--- src/rtl/rdwr_responder_if.sv ---
// rdwr_responder_if
//
// Bundles every non-clock signal around rdwr_responder: the multiplexed
// command bus from custom_master_slave, the Avalon-MM master port toward the
// memory interconnect, and the status outputs.
//
// Modports:
//   slave  - the responder itself: consumes commands and Avalon responses,
//            drives the Avalon request and the status signals.
//   master - the surrounding environment (command source plus memory side):
//            drives commands and Avalon responses, observes everything else.
//
// Signals:
//   rdwr_cntl          1 = read, 0 = write (address phase only)
//   n_action           active-low command strobe, one phase per low cycle
//   add_data_sel       0 = rdwr_address carries address, 1 = write data
//   rdwr_address       multiplexed address/data bus
//   master_address     Avalon address (ADDR_W bits)
//   master_read        Avalon read request
//   master_write       Avalon write request
//   master_writedata   Avalon write data
//   master_byteenable  Avalon byte enables (always all lanes)
//   master_readdata    Avalon read data
//   master_waitrequest Avalon stall
//   rd_data            last captured read data
//   done               one-cycle completion pulse
//   busy               responder not idle
//   protocol_err       one-cycle pulse on an ignored or illegal phase
interface rdwr_responder_if #(
  parameter int unsigned ADDR_W = 32
);
  // Command bus
  logic              rdwr_cntl;
  logic              n_action;
  logic              add_data_sel;
  logic [31:0]       rdwr_address;

  // Avalon-MM master port
  logic [ADDR_W-1:0] master_address;
  logic              master_read;
  logic              master_write;
  logic [31:0]       master_writedata;
  logic [3:0]        master_byteenable;
  logic [31:0]       master_readdata;
  logic              master_waitrequest;

  // Status
  logic [31:0]       rd_data;
  logic              done;
  logic              busy;
  logic              protocol_err;

  modport slave (
    input  rdwr_cntl,
    input  n_action,
    input  add_data_sel,
    input  rdwr_address,
    output master_address,
    output master_read,
    output master_write,
    output master_writedata,
    output master_byteenable,
    input  master_readdata,
    input  master_waitrequest,
    output rd_data,
    output done,
    output busy,
    output protocol_err
  );

  modport master (
    output rdwr_cntl,
    output n_action,
    output add_data_sel,
    output rdwr_address,
    input  master_address,
    input  master_read,
    input  master_write,
    input  master_writedata,
    input  master_byteenable,
    output master_readdata,
    output master_waitrequest,
    input  rd_data,
    input  done,
    input  busy,
    input  protocol_err
  );

endinterface

--- src/rtl/rdwr_responder.sv ---
// rdwr_responder
//
// Decodes the multiplexed address/data command stream produced by
// custom_master_slave and executes one Avalon-MM read or write per command.
// The request is held until waitrequest releases; completion is reported with
// a one-cycle done pulse and read data is kept in rd_data until the next read
// completes. Commands are never queued: phases arriving while a transfer is
// in flight are dropped and flagged on protocol_err.
//
// Parameters:
//   ADDR_W          width of master_address (low bits of the latched address)
//   TIMEOUT_CYCLES  waitrequest stall limit, only with RDWR_TIMEOUT_EN
//
// Ports:
//   clk      system clock, rising edge
//   reset_n  synchronous active-low reset
//   bus      rdwr_responder_if.slave: command bus, Avalon master, status
//
// Build option:
//   RDWR_TIMEOUT_EN  when defined, a request stalled for TIMEOUT_CYCLES
//                    consecutive waitrequest cycles is abandoned: protocol_err
//                    and done pulse, rd_data is left unchanged. When undefined
//                    the responder waits on waitrequest indefinitely.
//
// All outputs are registered; master_byteenable is constant all-lanes.
module rdwr_responder #(
  parameter int unsigned ADDR_W         = 32,
  parameter int unsigned TIMEOUT_CYCLES = 1024
) (
  input logic            clk,
  input logic            reset_n,
  rdwr_responder_if.slave bus
);

  localparam logic [2:0] StIdle     = 3'd0;
  localparam logic [2:0] StWaitData = 3'd1;
  localparam logic [2:0] StIssueWr  = 3'd2;
  localparam logic [2:0] StIssueRd  = 3'd3;
  localparam logic [2:0] StDone     = 3'd4;

  logic [2:0]        state_q, state_d;
  logic [ADDR_W-1:0] addr_q, addr_d;
  logic [31:0]       wdata_q, wdata_d;
  logic              mread_q, mread_d;
  logic              mwrite_q, mwrite_d;
  logic [31:0]       rd_data_q, rd_data_d;
  logic              done_q, done_d;
  logic              perr_q, perr_d;
  logic              busy_q, busy_d;

  // Phase decode of the command strobe
  logic phase_vld;
  logic addr_phase;
  logic data_phase;

  assign phase_vld  = !bus.n_action;
  assign addr_phase = phase_vld && !bus.add_data_sel;
  assign data_phase = phase_vld && bus.add_data_sel;

`ifdef RDWR_TIMEOUT_EN
  localparam int unsigned CntW = (TIMEOUT_CYCLES > 1) ? $clog2(TIMEOUT_CYCLES) : 1;

  logic [CntW-1:0] cnt_q, cnt_d;
  logic            tmo_hit;

  // The current stall cycle is the TIMEOUT_CYCLES-th consecutive one
  assign tmo_hit = (cnt_q == CntW'(TIMEOUT_CYCLES - 1));
`else
  logic unused_timeout_cfg;
  assign unused_timeout_cfg = (TIMEOUT_CYCLES != 0);
`endif

  always_comb begin
    state_d   = state_q;
    addr_d    = addr_q;
    wdata_d   = wdata_q;
    mread_d   = mread_q;
    mwrite_d  = mwrite_q;
    rd_data_d = rd_data_q;
    done_d    = 1'b0;
    perr_d    = 1'b0;
`ifdef RDWR_TIMEOUT_EN
    cnt_d     = cnt_q;
`endif

    case (state_q)
      StIdle, StWaitData: begin
        if (addr_phase) begin
          // A fresh address phase (also a re-issue while waiting for data)
          // replaces address and direction. Direction is carried by the state.
          addr_d = bus.rdwr_address[ADDR_W-1:0];
          if (bus.rdwr_cntl) begin
            state_d = StIssueRd;
            mread_d = 1'b1;
`ifdef RDWR_TIMEOUT_EN
            cnt_d   = '0;
`endif
          end else begin
            state_d = StWaitData;
          end
        end else if (data_phase) begin
          if (state_q == StWaitData) begin
            wdata_d  = bus.rdwr_address;
            mwrite_d = 1'b1;
            state_d  = StIssueWr;
`ifdef RDWR_TIMEOUT_EN
            cnt_d    = '0;
`endif
          end else begin
            // Data without a preceding address
            perr_d = 1'b1;
          end
        end
      end

      StIssueWr: begin
        perr_d = phase_vld;
        if (!bus.master_waitrequest) begin
          mwrite_d = 1'b0;
          done_d   = 1'b1;
          state_d  = StDone;
        end
`ifdef RDWR_TIMEOUT_EN
        else if (tmo_hit) begin
          mwrite_d = 1'b0;
          perr_d   = 1'b1;
          done_d   = 1'b1;
          state_d  = StDone;
        end else begin
          cnt_d = cnt_q + CntW'(1);
        end
`endif
      end

      StIssueRd: begin
        perr_d = phase_vld;
        if (!bus.master_waitrequest) begin
          rd_data_d = bus.master_readdata;
          mread_d   = 1'b0;
          done_d    = 1'b1;
          state_d   = StDone;
        end
`ifdef RDWR_TIMEOUT_EN
        else if (tmo_hit) begin
          // Abandoned read: rd_data keeps its previous value
          mread_d = 1'b0;
          perr_d  = 1'b1;
          done_d  = 1'b1;
          state_d = StDone;
        end else begin
          cnt_d = cnt_q + CntW'(1);
        end
`endif
      end

      StDone: begin
        // done is high during this cycle; nothing is accepted until IDLE
        perr_d  = phase_vld;
        state_d = StIdle;
      end

      default: begin
        state_d  = StIdle;
        mread_d  = 1'b0;
        mwrite_d = 1'b0;
      end
    endcase

    busy_d = (state_d != StIdle);
  end

  always_ff @(posedge clk) begin
    if (!reset_n) begin
      state_q   <= StIdle;
      addr_q    <= '0;
      wdata_q   <= '0;
      mread_q   <= 1'b0;
      mwrite_q  <= 1'b0;
      rd_data_q <= '0;
      done_q    <= 1'b0;
      perr_q    <= 1'b0;
      busy_q    <= 1'b0;
`ifdef RDWR_TIMEOUT_EN
      cnt_q     <= '0;
`endif
    end else begin
      state_q   <= state_d;
      addr_q    <= addr_d;
      wdata_q   <= wdata_d;
      mread_q   <= mread_d;
      mwrite_q  <= mwrite_d;
      rd_data_q <= rd_data_d;
      done_q    <= done_d;
      perr_q    <= perr_d;
      busy_q    <= busy_d;
`ifdef RDWR_TIMEOUT_EN
      cnt_q     <= cnt_d;
`endif
    end
  end

  assign bus.master_address    = addr_q;
  assign bus.master_read       = mread_q;
  assign bus.master_write      = mwrite_q;
  assign bus.master_writedata  = wdata_q;
  assign bus.master_byteenable = 4'hF;
  assign bus.rd_data           = rd_data_q;
  assign bus.done              = done_q;
  assign bus.busy              = busy_q;
  assign bus.protocol_err      = perr_q;

endmodule

--- src/flat_wrapper.sv ---
// flat-port wrapper written by rule: the top's interface ports become plain ports
module rdwr_responder_flat 
#(
  parameter int unsigned ADDR_W         = 32,
  parameter int unsigned TIMEOUT_CYCLES = 1024
)
  (clk, reset_n, bus_rdwr_cntl, bus_n_action, bus_add_data_sel, bus_rdwr_address, bus_master_address, bus_master_read, bus_master_write, bus_master_writedata, bus_master_byteenable, bus_master_readdata, bus_master_waitrequest, bus_rd_data, bus_done, bus_busy, bus_protocol_err);
  rdwr_responder_if #(.ADDR_W(ADDR_W)) bus_i ();
  input logic clk;
  input logic reset_n;
  input wire logic [$bits(bus_i.rdwr_cntl)-1:0] bus_rdwr_cntl;
  input wire logic [$bits(bus_i.n_action)-1:0] bus_n_action;
  input wire logic [$bits(bus_i.add_data_sel)-1:0] bus_add_data_sel;
  input wire logic [$bits(bus_i.rdwr_address)-1:0] bus_rdwr_address;
  output wire logic [$bits(bus_i.master_address)-1:0] bus_master_address;
  output wire logic [$bits(bus_i.master_read)-1:0] bus_master_read;
  output wire logic [$bits(bus_i.master_write)-1:0] bus_master_write;
  output wire logic [$bits(bus_i.master_writedata)-1:0] bus_master_writedata;
  output wire logic [$bits(bus_i.master_byteenable)-1:0] bus_master_byteenable;
  input wire logic [$bits(bus_i.master_readdata)-1:0] bus_master_readdata;
  input wire logic [$bits(bus_i.master_waitrequest)-1:0] bus_master_waitrequest;
  output wire logic [$bits(bus_i.rd_data)-1:0] bus_rd_data;
  output wire logic [$bits(bus_i.done)-1:0] bus_done;
  output wire logic [$bits(bus_i.busy)-1:0] bus_busy;
  output wire logic [$bits(bus_i.protocol_err)-1:0] bus_protocol_err;
  assign bus_i.rdwr_cntl = bus_rdwr_cntl;
  assign bus_i.n_action = bus_n_action;
  assign bus_i.add_data_sel = bus_add_data_sel;
  assign bus_i.rdwr_address = bus_rdwr_address;
  assign bus_master_address = bus_i.master_address;
  assign bus_master_read = bus_i.master_read;
  assign bus_master_write = bus_i.master_write;
  assign bus_master_writedata = bus_i.master_writedata;
  assign bus_master_byteenable = bus_i.master_byteenable;
  assign bus_i.master_readdata = bus_master_readdata;
  assign bus_i.master_waitrequest = bus_master_waitrequest;
  assign bus_rd_data = bus_i.rd_data;
  assign bus_done = bus_i.done;
  assign bus_busy = bus_i.busy;
  assign bus_protocol_err = bus_i.protocol_err;
  rdwr_responder #(.ADDR_W(ADDR_W), .TIMEOUT_CYCLES(TIMEOUT_CYCLES)) u_core (.clk(clk), .reset_n(reset_n), .bus(bus_i));
endmodule
--- config.mk ---
export PLATFORM = sky130hd
export DESIGN_NAME = rdwr_responder_flat
export DESIGN_NICKNAME = d
export VERILOG_FILES = /design/src/rtl/rdwr_responder_if.sv /design/src/rtl/rdwr_responder.sv /design/src/flat_wrapper.sv
export SDC_FILE = /design/constraint.sdc
export NUM_CORES = 1
export LEC_CHECK = 0
export BUFFER_PORTS_ARGS = -buffer_cell sky130_fd_sc_hd__buf_2
export CAP_MARGIN = 10
export CORE_MARGIN = 5
export CORE_UTILIZATION = 41
export DETAILED_ROUTE_END_ITERATION = 6
export MAX_ROUTING_LAYER = met4
export PLACE_DENSITY = 0.71
export SETUP_SLACK_MARGIN = 0.4
export SYNTH_ARGS = -nofsm -noshare
export SYNTH_HDL_FRONTEND = slang
export SYNTH_SLANG_ARGS = --single-unit
--- constraint.sdc ---
create_clock -name clk -period 1.85 [get_ports clk]
set_input_delay 0.0925 -clock clk [delete_from_list [all_inputs] [get_ports clk]]
set_output_delay 0.0925 -clock clk [all_outputs]
set_load 0.03 [all_outputs]
## Word-level counts from Yosys, hierarchy flattened

Index checks and enable logic that the tools add are counted.
Widths: inputs -> output; s select.

- Eq/ne operators: 11
- Muxes and demuxes: 19
- Bitwise logic cells: 4
- Reduce and logical (&&, ||, !) cells: 17

Operators by type and width:

| operator | count |
|---|---|
| $mux 3 | 4 |
| $mux 1 | 10 |
| $ne 2x2->1 const B | 4 |
| $reduce_and 4->1 | 2 |
| $reduce_or 2->1 | 4 |
| $eq 3x2->1 const B | 2 |
| $ne 2x1->1 const B | 3 |
| $pmux 1 s3 | 2 |
| $pmux 3 s2 | 1 |
| $reduce_and 2->1 | 3 |
| $reduce_and 5->1 | 1 |
| $not 1->1 | 4 |
| $eq 3x1->1 const B | 1 |
| $eq 3x3->1 const B | 1 |
| $logic_not 3->1 | 1 |
| $reduce_bool 3->1 | 1 |
| $reduce_or 3->1 | 1 |
| $logic_and 1x1->1 | 2 |
| $logic_not 1->1 | 2 |
| $mux 2 | 1 |
| $pmux 1 s2 | 1 |

- Flip-flop bits (word level): 104
- Input bits: 70
- Output and inout port bits: 105
- Logic and storage cells: 60

## Longest topological paths before layout

- Word-level depth: 6
- Depth in mapped cells: 6
- Depth with buffers taken out: 3

## Least setup slack after synthesis

Ideal clock, no wire load.

- Kind: flip-flop to flip-flop
- Start point: register u_core.state_q[1]
- End point: register u_core.addr_q[10], in the netlist u_core.bus.master_address[10]
- Setup time: 0.132 ns
- Arrival: 1.246 ns
- Data required time: 1.718 ns
- Setup slack: 0.472 ns
- Stages on the path, launching flop included: 6
- Buffers on the path: 2
- Period minus slack after synthesis: 1.378 ns
- Cell sequence: dfxtp_1 or4_1 buf_2 buf_6 nand2_1 a21oi_1

- Word-level cells in the longest chain between the ends: 3
- Elaborated cells on any way between the ends: 4
- Those cells by class: 1 x eq/ne; 3 x reduce/logical

Ends and longest elaborated chain:

| element | RTL line | text |
|---|---|---|
| start, declared | rdwr_responder.sv:41 | `logic [2:0] state_q, state_d;` |
| start signal, assigned | rdwr_responder.sv:174 | `state_q <= StIdle;` |
| start signal, assigned | rdwr_responder.sv:187 | `state_q <= state_d;` |
| $eq 3x1->1 / $logic_not 3->1 (equally long branches) | rdwr_responder.sv:86 | `case (state_q)` |
| $reduce_or 2->1 * | rdwr_responder.sv:86 |  |
| $reduce_and 2->1 (no line) * | n/a |  |
| end signal, assigned | rdwr_responder.sv:188 | `addr_q <= addr_d;` |
| end, declared | rdwr_responder.sv:42 | `logic [ADDR_W-1:0] addr_q, addr_d;` |

Mark *: on every way between the ends. The rest lies on a longest branch, timed or not.
A chain may end at the register's enable or synchronous reset.

## Worst setup path after layout

- Start point: register u_core.state_q[2]
- End point: register u_core.rd_data_q[7], in the netlist u_core.bus.rd_data[7]

- Word-level cells in the longest chain between the ends: 2

Ends and longest elaborated chain:

| element | RTL line | text |
|---|---|---|
| $eq 3x2->1 | rdwr_responder.sv:86 |  |
| $reduce_and 2->1 (no line) | n/a |  |
| end signal, assigned | rdwr_responder.sv:192 | `rd_data_q <= rd_data_d;` |
| end, declared | rdwr_responder.sv:46 | `logic [31:0] rd_data_q, rd_data_d;` |

Every way passes these cells.

==> impl_metrics.ini <==
[power]
p_total_mw = 4.64
swShare = 0.261
p_int_mw = 3.43
p_seq_frac = 0.504
p_clk_frac = 0.351
powerDensity_nw_per_um2 = 791
ir_worst_vdd_v = 0.000541
combPwrFrac = 0.145
p_leak_nw = 2.55
p_switching_mw = 1.21

[synth]
synth-compound-area-share = 0.187
yosys.cell_count.top_type = nand2_1
synthCells = 477
yosysTopAreaCell = dfxtp_1
synth.top_cell.area_share = 0.539
ys.flop_type = dfxtp_1
synthAdderAreaFrac = 0
synthMuxAreaShare = 0.00259
synth_top_family_by_area = simple AND/OR/NAND/NOR gates
yosys.cell_types.count = 31
netlist_top_cells_count = 131 x nand2_1, 104 x dfxtp_1, 99 x a21oi_1
synthXorXnorAreaFrac = 0
ys_ff_latch = 104
avgSynthCellArea_um2 = 8.10
synth-simple-area-share = 0.207
seq_area_frac_synth = 0.539
mappedNetlistArea_um2 = 3860
yosys-top-cells-area = dfxtp_1 54%, a21oi_1 13%, nand2_1 13%, nand3_1 4.1%, o21ai_0 3.8%
synthArstFlopShare = 0
synth_warnings = 0
synth_edf_count = 0

[detailed_routing]
first_pass_iters = 5
avgViaCountPerCell = 5.21
ant_nets = 0
wirelength_mm = 13.2
drt_iter0_drc = 308
wl_per_cell_um = 16.3
vias = 4237
drc = 0

[floorplan]
fp.dieH_um = 107
die_area_um2 = 11500
fp.dieW_um = 107
core.rowCount = 35
start_util = 0.420
core_area_um2 = 9200
num_io_pins = 175

[sta]
timing.final.ws_setup_ns = 0.414
slew_violations = 0
clock.fmax_mhz = 696
fin_tns_setup_ns = 0
relSlewSlack = 0.581
worst_pin_slew_ns = 0.627
final-setup-viol-count = 0
fin_skew_ns = 0.0149
worst_hold_slack_ns = 0.0261
rsz0062_at_grt = true
finalCritPeriodShare = 0.776
hold_viol = 0
fin_crit_ns = 1.44

[hold_path]
hp-class = in2reg

[cells_and_area]
postLayoutCoreUtil = 0.637
n_fill_cell = 772
diodes = 0
area_delta_synth_final_pct = 51.7
nets = 768
multi_input_area_um2 = 1600
drive_gt1_frac = 0.319
seq_area_um2 = 2090

[clock_tree]
clk_latency_ns = 0.36
cts-buffers-inserted = 9
clk_pin_slew_ns = 0.10
cts_max_path_buffers = 2
cts_tree = built
clock-sinks = 104
cts_max_level = 3
cts-root-buf = clkbuf_8

[grt]
first_global_vias = 4026
grt_max_degree = 89
grt-ovfl-total = 0
antenna_found_initial = 0
grt_pass1_wl_mm = 20.1
grt_use_total = 0.224

[setup_path]
cpPeakStageDelay_ns = 0.36
crit_required_ns = 2.15
start_kind = register
path_buf_inv = 4
crit_path_end_kind = register
worstSetupPathType = reg2reg
cp_max_fo = 8
critPathSlowestCell = dfxtp_4
cp_top_family = buffers and inverters
crit_chain = buf_8, nor4bb_4, buf_6, buf_6, buf_8, nand2_2, a21oi_2
critPathArrivalTime_ns = 1.73

[place]
port_buffers = 170
gp_congestion = 0.845
place_ws_ns = 0.122
dp_hpwl_mm = 7.85

[outcome]
outcome = finished, final reports clean

[flow_run]
drv_cap = 0
## kinds of logic (layout without fill, tap and decap cells)
| kind of cell | Yosys count | in the layout |
|---|---|---|
| mux | 1 | 1 |
| other cells | 1 | 4 |
| compound gates | 139 | 139 |
| simple gates | 182 | 182 |
| buf+inv | 50 | 273 |
| flops | 104 | 104 |
## metrics by stage
stage	area (um^2)	cells
global placement	4760	724
CTS	5700	808
finish	5860	814
detailed placement	4760	724
floorplan	3870	480
global route	5860	814
## sequential cells by signal, indices dropped and copies added, names as in the netlist
| signal | flops |
|---|---|
| u_core.bus.busy | 1 |
| u_core.bus.done | 1 |
| u_core.bus.master_address | 32 |
| u_core.bus.master_read | 1 |
| u_core.bus.master_write | 1 |
| u_core.bus.master_writedata | 32 |
| u_core.bus.protocol_err | 1 |
| u_core.bus.rd_data | 32 |
| u_core.state_q | 3 |
## layout make-up
class	count	share of cell area
sequential	104	0.357
timing repair buffer	254	0.304
multi-input combinational	326	0.272
clock buffer	11	0.0258
tap	111	0.0237
clock inverter	5	0.0147
inverter	3	0.00256
## worst reg2reg max path, cell delays in order, from the launching register on
cell      delay (ns)
dfxtp_4         0.36
buf_8           0.13
nor4bb_4        0.29
buf_6           0.17
buf_6           0.10
buf_8           0.12
nand2_2         0.06
a21oi_2         0.15
## cells in the final DEF (no fill, tap or decap), types with 3 or more instances in the layout
master / n
dlygate4sd3_1: 65
a21oi_2: 5
a21oi_1: 94
nand2_2: 3
buf_12: 4
clkbuf_8: 11
conb_1: 4
nor2_1: 5
nand2_1: 128
o21ai_0: 29
buf_2: 170
buf_4: 5
dfxtp_1: 101
buf_6: 5
o21ai_1: 5
nand3_1: 32
## final timing paths
path	slack [ns]	endpoint	cells after the start	from
worst max-delay path	0.41	u_core.bus.rd_data[7]	7	u_core.state_q[2]
worst min-delay path	0.03	u_core.bus.done	2	bus_master_waitrequest
worst max register to register	0.41	u_core.bus.rd_data[7]	7	u_core.state_q[2]
worst min register to register	0.46	u_core.bus.master_address[19]	2	u_core.bus.master_address[19]
## power groups by stage
| stage | clock network [mW] | logic (mW) | registers [mW] |
|---|---|---|---|
| floorplan | 0 | 0.219 | 2.49 |
| global placement | 0 | 0.515 | 2.38 |
| detailed placement | 0 | 0.522 | 2.39 |
| CTS | 1.66 | 0.632 | 2.34 |
| global route | 1.76 | 0.717 | 2.34 |
| finish | 1.63 | 0.674 | 2.34 |
## routing by layer
layer | vias to the layer above | part of all wire | global-route usage
li1 | 2031 | - | -
met1 | 1986 | 0.39 | 0.256
met2 | 180 | 0.52 | 0.390
met3 | 40 | 0.055 | 0.0241
met4 | 0 | 0.036 | 0.109
met5 | - | 0 | -
## timing repair
| item | in CTS | in global routing |
|---|---|---|
| hold buffers | 64 | 1 |
| pin swaps | 1 | 4 |
| setup buffers | 2 | 3 |
| hold endpoints to repair | 88 | 1 |
| resized for setup | 1 | 27 |
| gates cloned | 2 | 2 |
| endpoints found under the setup margin | 8 | 96 |
(Power assumes the default switching activity.)
